[config.mk]
export PLATFORM = sky130hd
export DESIGN_NAME = lsu_mmio_ctrl
export DESIGN_NICKNAME = d
export VERILOG_FILES = /design/src/rtl/lsu_mmio_ctrl.sv
export SDC_FILE = /design/constraint.sdc
export NUM_CORES = 1
export LEC_CHECK = 0
export ABC_AREA = 1
export BUFFER_PORTS_ARGS = -buffer_cell sky130_fd_sc_hd__buf_2
export CAP_MARGIN = 20
export CORE_MARGIN = 2
export CORE_UTILIZATION = 54
export DETAILED_ROUTE_END_ITERATION = 10
export PLACE_DENSITY_LB_ADDON = 0.2
export SLEW_MARGIN = 5
export SYNTH_ARGS = -nofsm -noshare
export SYNTH_HDL_FRONTEND = slang
export SYNTH_SLANG_ARGS = --single-unit
[constraint.sdc]
create_clock -name i_clk -period 3.1 [get_ports i_clk]
set_input_delay 0.62 -clock i_clk [delete_from_list [all_inputs] [get_ports i_clk]]
set_output_delay 0.62 -clock i_clk [all_outputs]
set_load 0.005 [all_outputs]
[src/rtl/lsu_mmio_ctrl.sv]
// MEM-stage load/store unit: data-memory handshake with timeout, sub-word lanes,
// synchronised input ports and byte-maskable output port registers.
module lsu_mmio_ctrl #(
  parameter int          DMEM_AW  = 8,
  parameter int          N_IN     = 2,
  parameter int          N_OUT    = 4,
  parameter logic [31:0] IN_BASE  = 32'h400,
  parameter logic [31:0] OUT_BASE = 32'h500,
  parameter int          MAX_WAIT = 15
) (
  input  logic                 i_clk,
  input  logic                 i_rst_n,
  input  logic                 i_req_valid,
  output logic                 o_req_ready,
  input  logic                 i_load,
  input  logic                 i_store,
  input  logic [1:0]           i_size,
  input  logic                 i_signed,
  input  logic [31:0]          i_addr,
  input  logic [31:0]          i_wdata,
  input  logic [4:0]           i_rd_addr,
  input  logic                 i_flush,
  output logic                 o_stall,
  output logic                 o_wb_valid,
  output logic                 o_wb_wren,
  output logic [4:0]           o_wb_rd_addr,
  output logic [31:0]          o_wb_data,
  output logic                 o_exc_misalign,
  output logic                 o_exc_bus,
  output logic                 o_dmem_req,
  output logic                 o_dmem_we,
  output logic [DMEM_AW-1:0]   o_dmem_addr,
  output logic [3:0]           o_dmem_be,
  output logic [31:0]          o_dmem_wdata,
  input  logic                 i_dmem_ack,
  input  logic [31:0]          i_dmem_rdata,
  input  logic [32*N_IN-1:0]   i_in_port,
  output logic [32*N_OUT-1:0]  o_out_port,
  output logic [1:0]           o_fsm_state
);

  // Handshake: a request transfers on a clock edge where i_req_valid and
  // o_req_ready are both high; the request fields must be stable in that cycle.
  typedef enum logic [1:0] {S_IDLE = 2'd0, S_MEM = 2'd1, S_RESP = 2'd2} state_t;
  localparam int CW = $clog2(MAX_WAIT + 1);

  state_t         state_q, state_d;
  logic [31:0]    h_addr, h_wdata, h_rdata;
  logic [1:0]     h_size;
  logic [4:0]     h_rd;
  logic           h_signed, h_store, h_load, h_bus, h_flush;
  logic [CW-1:0]  wait_q;
  logic [31:0]    in_meta [N_IN];
  logic [31:0]    in_sync [N_IN];
  logic [31:0]    out_q   [N_OUT];

  function automatic logic is_dmem(input logic [31:0] a);
    return (a >> (DMEM_AW + 2)) == 32'd0;
  endfunction

  function automatic logic is_in(input logic [31:0] a);
    return (a[31:8] == IN_BASE[31:8]) && ({1'b0, a[7:4]} < 5'(N_IN));
  endfunction

  function automatic logic is_out(input logic [31:0] a);
    return (a[31:8] == OUT_BASE[31:8]) && ({1'b0, a[7:4]} < 5'(N_OUT));
  endfunction

  function automatic logic misaligned(input logic [31:0] a, input logic [1:0] sz);
    return (sz == 2'b01 && a[0]) || (sz[1] && a[1:0] != 2'b00);
  endfunction

  logic accept, go_mem, timeout, mis_h, out_we;
  logic [3:0]  be_base, be;
  logic [31:0] wdata_sh, raw, shifted, ext;

  assign accept  = i_req_valid && (state_q == S_IDLE) && (i_load || i_store);
  // A store flushed at accept never reaches memory; loads still go out.
  assign go_mem  = is_dmem(i_addr) && !misaligned(i_addr, i_size) && !(i_flush && i_store);
  assign timeout = (wait_q == CW'(MAX_WAIT - 1));
  assign mis_h   = misaligned(h_addr, h_size);

  always_comb begin
    state_d = state_q;
    case (state_q)
      S_IDLE:  if (accept) state_d = go_mem ? S_MEM : S_RESP;
      S_MEM:   if (i_dmem_ack || timeout) state_d = S_RESP;
      S_RESP:  state_d = S_IDLE;
      default: state_d = S_IDLE;
    endcase
  end

  always_ff @(posedge i_clk or negedge i_rst_n) begin
    if (!i_rst_n) begin
      state_q  <= S_IDLE;
      h_addr   <= '0;
      h_wdata  <= '0;
      h_rdata  <= '0;
      h_size   <= '0;
      h_rd     <= '0;
      h_signed <= 1'b0;
      h_store  <= 1'b0;
      h_load   <= 1'b0;
      h_bus    <= 1'b0;
      h_flush  <= 1'b0;
      wait_q   <= '0;
    end else begin
      state_q <= state_d;
      case (state_q)
        S_IDLE: begin
          h_flush <= accept && i_flush;
          if (accept) begin
            h_addr   <= i_addr;
            h_wdata  <= i_wdata;
            h_size   <= i_size;
            h_rd     <= i_rd_addr;
            h_signed <= i_signed;
            h_store  <= i_store;
            h_load   <= i_load && !i_store;
            h_rdata  <= '0;
            h_bus    <= 1'b0;
            wait_q   <= '0;
          end
        end
        S_MEM: begin
          wait_q  <= wait_q + CW'(1);
          h_flush <= h_flush || i_flush;
          if (i_dmem_ack) h_rdata <= i_dmem_rdata;
          else if (timeout) h_bus <= 1'b1;
        end
        default: ;
      endcase
    end
  end

  always_comb begin
    case (h_size)
      2'b00:   be_base = 4'b0001;
      2'b01:   be_base = 4'b0011;
      default: be_base = 4'b1111;
    endcase
    be       = be_base << h_addr[1:0];
    wdata_sh = h_wdata << {h_addr[1:0], 3'b000};
  end

  always_comb begin
    raw = '0;
    if (is_dmem(h_addr)) begin
      raw = h_rdata;
    end else if (is_in(h_addr)) begin
      for (int k = 0; k < N_IN; k++)
        if (h_addr[7:4] == 4'(k)) raw = in_sync[k];
    end else if (is_out(h_addr)) begin
      for (int k = 0; k < N_OUT; k++)
        if (h_addr[7:4] == 4'(k)) raw = out_q[k];
    end
    shifted = raw >> {h_addr[1:0], 3'b000};
    case (h_size)
      2'b00:   ext = {{24{h_signed & shifted[7]}}, shifted[7:0]};
      2'b01:   ext = {{16{h_signed & shifted[15]}}, shifted[15:0]};
      default: ext = shifted;
    endcase
  end

  always_comb begin
    o_req_ready    = (state_q == S_IDLE);
    o_stall        = (state_q != S_IDLE);
    o_dmem_req     = 1'b0;
    o_dmem_we      = 1'b0;
    o_dmem_addr    = '0;
    o_dmem_be      = '0;
    o_dmem_wdata   = '0;
    o_wb_valid     = 1'b0;
    o_wb_wren      = 1'b0;
    o_wb_rd_addr   = '0;
    o_wb_data      = '0;
    o_exc_misalign = 1'b0;
    o_exc_bus      = 1'b0;
    if (state_q == S_MEM) begin
      o_dmem_req   = 1'b1;
      o_dmem_we    = h_store;
      o_dmem_addr  = h_addr[DMEM_AW+1:2];
      o_dmem_be    = be;
      o_dmem_wdata = wdata_sh;
    end
    if (state_q == S_RESP) begin
      o_wb_valid     = 1'b1;
      o_exc_misalign = mis_h;
      o_exc_bus      = h_bus;
      o_wb_rd_addr   = h_rd;
      o_wb_wren      = h_load && !mis_h && !h_bus && !h_flush && !i_flush;
      if (h_load && !mis_h && !h_bus) o_wb_data = ext;
    end
  end

  assign out_we      = (state_q == S_RESP) && h_store && !mis_h && !h_flush && is_out(h_addr);
  assign o_fsm_state = state_q;

  always_ff @(posedge i_clk or negedge i_rst_n) begin
    if (!i_rst_n) begin
      for (int k = 0; k < N_IN; k++) begin
        in_meta[k] <= '0;
        in_sync[k] <= '0;
      end
      for (int k = 0; k < N_OUT; k++) out_q[k] <= '0;
    end else begin
      for (int k = 0; k < N_IN; k++) begin
        in_meta[k] <= i_in_port[32*k +: 32];
        in_sync[k] <= in_meta[k];
      end
      if (out_we)
        for (int k = 0; k < N_OUT; k++)
          if (h_addr[7:4] == 4'(k))
            for (int b = 0; b < 4; b++)
              if (be[b]) out_q[k][8*b +: 8] <= wdata_sh[8*b +: 8];
    end
  end

  for (genvar k = 0; k < N_OUT; k++) begin : g_out
    assign o_out_port[32*k +: 32] = out_q[k];
  end

endmodule

---- Yosys cells after proc, flatten, opt, wreduce, memory -nomap -nowiden ----
Cells that the tools add are included.
Widths: inputs -> output; s select.
storage, ports and cells
  register bits ........................... 370
  latch bits .............................. 0
  RAM bits ................................ 0
  ROM bits ................................ 0
  input port bits ......................... 175
  output and inout bits ................... 219
  logic and storage cells ................. 155
  memories ................................ 0
cells by class
  $add $sub $neg .......................... 1
  multiply operators ...................... 0
  divide/modulo/power cells ............... 0
  $lt $le $gt $ge ......................... 2
  eq/ne operators ......................... 15
  shift-type cells ........................ 3
  mux-type cells .......................... 37
  bitwise logic cells ..................... 2
  reduce and logical (&&, ||, !) cells .... 63
operator list
  kind                 number
  $mux 32              14
  $pmux 32 s2          2
  $logic_not 32->1     2
  $reduce_and 3->1     17
  $eq 24x3->1 const B  2
  $shl 32x5->32        1
  $shr 32x5->32        1
  $logic_and 1x1->1    21
  $pmux 4 s2           2
  $mux 1               9
  $eq 4x2->1 const B   2
  $mux 4               2
  $mux 8               1
  $ne 2x2->1 const B   4
  $reduce_bool 2->1    4
  $logic_not 1->1      7
  $eq 2x1->1 const B   3
  $mux 2               3
  $reduce_and 2->1     3
  $logic_or 1x1->1     5
  $mux 5               1
  $add 4x1->4 const B  1
  $eq 4x1->1 const B   1
  $eq 4x4->1 const B   1
  other kinds (11)     14

---- Longest topological paths before layout ----
  depth after elaboration ................. 13
  mapped depth ............................ 16
  gate-level depth less buffers ........... 14

---- Worst setup path after synthesis ----
OpenSTA, ideal clock, no wires.
  path kind ............................... register to output
  start ................................... reg h_addr[6]
  end ..................................... out o_wb_data[21]
  arrival time ............................ 1888 ps
  data required time ...................... 2480 ps
  setup slack ............................. 592 ps
  stages on the path, launching flop included .. 14
  buffers on the path ..................... 2
  path through ............................ dfrtp_1 > nor2_4 > buf_6 > nand3_1 > nor2_2 > nand3_1 > nand3_1 > nand2_1 > a21oi_2 > nand3_4 > nand3_2 > nand2_2 > buf_6 > nor2_1
on the way
  longest elaborated chain between the ends .. 13
  elaborated cells on any way between the ends .. 23
  those cells by class .................... order compare: 2; eq/ne: 3; shift: 1; mux: 12; bitwise: 2; reduce/logical: 3
ends and longest elaborated chain
  item                            line      text
  start, declared                 48        logic [31:0] h_addr, h_wdata, h_rdata;
  start signal, assigned          113       h_addr <= i_addr;
  $logic_not 4->1                 152, 155
  $mux 32 (4 in series)           155       if (h_addr[7:4] == 4'(k)) raw = out_q[k];
  $mux 32                         153       end else if (is_out(h_addr)) begin
  $mux 32 (*)                     150       end else if (is_in(h_addr)) begin
  $mux 32 (*)                     148       if (is_dmem(h_addr)) begin
  $shr 32x5->32 (*)               157       shifted = raw >> {h_addr[1:0], 3'b000};
  $and 1x1->1 (on tied branches)  160, 159
  $pmux 32 s2 (*)                 158       case (h_size)
  $mux 32 (*)                     192       if (h_load && !mis_h && !h_bus) o_wb_data = ext;
  $mux 32 (*)                     186       if (state_q == S_RESP) begin
  end, declared                   27        output logic [31:0] o_wb_data,
Every way passes the cells marked *; elsewhere a longest branch is shown, timed or not.

---- Worst setup path in the final report ----
  start ................................... reg h_addr[7]
  end ..................................... out o_wb_data[9]
on the way
  longest elaborated chain between the ends .. 13
  elaborated cells on any way between the ends .. 22
  those cells by class .................... order compare: 2; eq/ne: 3; shift: 1; mux: 12; bitwise: 1; reduce/logical: 3
ends and longest elaborated chain
  item                   line      text
  $logic_not 4->1        152, 155
  $mux 32 (4 in series)  155
  $mux 32                153
  $mux 32 (*)            150
  $mux 32 (*)            148
  $shr 32x5->32 (*)      157
  $and 1x1->1            159       2'b00: ext = {{24{h_signed & shifted[7]}}, shifted[7:0]};
  $pmux 32 s2 (*)        158
  $mux 32 (*)            192
  $mux 32 (*)            186
Marked as above.

==> flow_metrics.py <==
metrics = {
    "global_route": {
        "grt_pass1_vias": 14900,
        "grt_usage": 0.372,
        "grt_pass1_wl_um": 87200,
        "grt_overflow": 0,
        "antenna_found_initial": 1,
        "grt_max_degree": 113,
    },
    "pwr": {
        "total_power_mw": 17.1,
        "power.density_mw_per_mm2": 808,
        "p_leak_nw": 10.8,
        "max-vdd-ir-drop_uv": 702,
    },
    "synthesis": {
        "syn_area_per_cell_um2": 8.77,
        "syn_nets": 2006,
        "synth_commonest_cells": "nand2_1 (530), dfrtp_1 (370), o21ai_0 (199), nand3_1 (159), inv_1 (122)",
        "post-synth-top-count-cell": "nand2_1",
        "postSynth.asyncResetShare": 1.00,
        "synth_warnings": 0,
        "netlist_instances": 1829,
        "synth_ff_type": "dfrtp_1",
        "ys_seq_elements": 370,
        "yosys.cell_types.count": 38,
        "yosysTopAreaCell": "dfrtp_1",
        "synth.area.top_cells": "dfrtp_1 (58%), nand2_1 (12%), o21ai_0 (6.2%)",
        "synth.top_cell.area_share": 0.578,
        "netlist_area_mm2": 0.0160,
        "synth_edf_count": 0,
        "ys_seq_area_frac": 0.578,
    },
    "finish": {
        "postLayoutCoreUtil": 0.721,
        "nNetsFinal": 2457,
        "areaGrowthSynthToFinish_pct": 32.2,
        "drive_gt1_frac": 0.325,
    },
    "timing": {
        "fmax_mhz": 281,
        "worst_pin_slew_ps": 811,
        "post-route-period-util": 1.15,
        "final_max_slew_viol_count": 0,
        "maxSlewHeadroom": 0.457,
        "hold_violations": 0,
        "setup_viol": 32,
        "clock_skew_ps": 15.3,
        "fin_crit_ps": 3560,
        "worst_slack_ps": -463,
        "rsz0062_at_grt": "yes",
    },
    "cts": {
        "cts.sinks": 370,
        "holdBufCountCts": 0,
        "htree_num_levels": 2,
        "cts_max_path_buffers": 3,
        "clock_latency_ps": 540,
        "cts_tree": "done",
        "cts-root-buf": "clkbuf_16",
        "cts_buffers": 39,
        "clkSlewWorstSetupHoldPaths_ps": 60,
    },
    "route": {
        "drtIter0Drc": 1935,
        "wirelength_um": 59000,
        "dr.pass1.iters": 6,
        "postRouteAntennaNets": 0,
        "vias_per_cell": 5.76,
        "num_vias": 15500,
        "wl_per_cell_um": 21.9,
        "drcViolationCount": 0,
    },
    "status": {
        "violations": "setup timing",
        "status": "finished, violations left",
    },
    "hold_path": {
        "hp-class": "input pin to async pin",
    },
    "place": {
        "hpwl_um": 42100,
        "place_congestion": 0.962,
        "portBuffers": 393,
    },
    "worst_setup_path": {
        "start_kind": "flip-flop",
        "crit_fanout": 7,
        "arrival_ps": 2940,
        "crit_path_end_kind": "primary output",
        "cp.required_ps": 2480,
        "critical_path_class": "flip-flop to primary output",
    },
    "die": {
        "pin_count": 394,
        "rows": 63,
        "dieWidth_um": 176,
        "chipHeight_um": 176,
        "die-area_mm2": 0.0311,
        "start_util": 0.545,
        "core_mm2": 0.0294,
    },
    "run": {
        "maxCapViolCount": 0,
    },
}
-- critical path: stages, from the launching register on --
cell and delay (ps):
dfrtp_1 400, inv_1 110, nand2_1 90, nor2_2 110, nand3_2 110, nor2_4 180
buf_6 160, buf_6 130, nand4_1 190, o211ai_1 310, nand2_1 120, nand2_1 90
nand3_2 80, a21oi_2 170, buf_2 140
-- kinds of logic after synthesis --
kind of cell | count (synthesis) | share of synthesized area
simple gates | 891 | 0.243
buf+inv | 229 | 0.0615
fa+ha+maj | 2 | 0.00156
flops | 370 | 0.578
compound gates | 337 | 0.117
-- registers in the layout, indices dropped and copies added (netlist names) --
name         flops
h_load           1
o_out_port     128
h_bus            1
h_addr          32
h_rdata         32
h_flush          1
h_store          1
h_wdata         32
h_signed         1
in_sync         64
wait_q           4
o_fsm_state      2
h_rd             5
in_meta         64
h_size           2
-- timing repair --
item | CTS | global route
cloned | 5 | 2
setup buffers | 24 | 10
gates resized for setup | 112 | 80
pin swaps | 46 | 42
setup endpoints to repair | 40 | 87
-- report_power, final --
group	total, mW	internal [mW]	leakage (nW)	switching, mW
sequential	5.81	5.41	4.75	0.397
clock	4.61	2.69	0.619	1.91
combinational	6.71	2.25	5.44	4.47
-- metrics by stage --
step / worst slack [ps] / hold WS, ps / cell area, µm² / TNS, ps / std cells
5_1_grt: -579 / 119 / 21200 / -16530 / 2698
3_5_place_dp: -273 / 335 / 18800 / -733 / 2588
6_report: -463 / 74.5 / 21200 / -12190 / 2699
4_1_cts: -392 / 93.2 / 20700 / -9240 / 2686
2_1_floorplan: 592 / 324 / 16000 / 0 / 1829
3_3_place_gp: -214 / 333 / 18800 / -424 / 2588
-- final cells by class --
| type | instances | area, µm² |
|---|---|---|
| multi-input combinational | 1231 | 6430 |
| tap | 390 | 488 |
| fill | 2240 | 8200 |
| clock buffer | 56 | 1120 |
| timing repair buffer | 509 | 3260 |
| sequential | 370 | 9260 |
| antenna | 1 | 2.50 |
| inverter | 129 | 495 |
| clock inverter | 13 | 140 |
-- final timing paths --
kind                                from        endpoint  slack [ps]  cells after the start
max reg2reg                    h_addr[7]  o_out_port[98]          50                     11
min                              i_rst_n     in_sync[14]          70                      1
max in group asynchronous        i_rst_n      h_rdata[3]        2140                      2
min reg2reg                  in_meta[22]     in_sync[22]         350                      0
min in group i_clk         i_in_port[17]     in_meta[49]         190                      1
max                            h_addr[7]    o_wb_data[9]        -460                     14
-- layer usage --
layer,share of wire,vias to the layer above,GRT usage
li1,-,6918,-
met1,0.39,7461,0.500
met2,0.46,959,0.580
met3,0.10,198,0.0868
met4,0.051,0,0.170
met5,0,-,0
-- cell usage in the layout (no fill, tap or decap), types with 20 or more instances in the layout --
master / netlist / final
inv_1: 122 / 112
o22ai_1: 20 / 20
buf_4: 2 / 81
a21oi_1: 45 / 31
o21ai_0: 199 / 185
nand3_2: 1 / 26
o21ai_1: 18 / 25
or2_2: 27 / 27
clkbuf_16: 0 / 42
buf_12: 1 / 20
nand3_1: 159 / 129
nor2_2: 3 / 21
dfrtp_1: 370 / 368
nand2_2: 3 / 23
a22oi_1: 21 / 20
buf_2: 22 / 391
nor2_1: 119 / 88
nand2_1: 530 / 503
(Power assumes the default switching activity.)
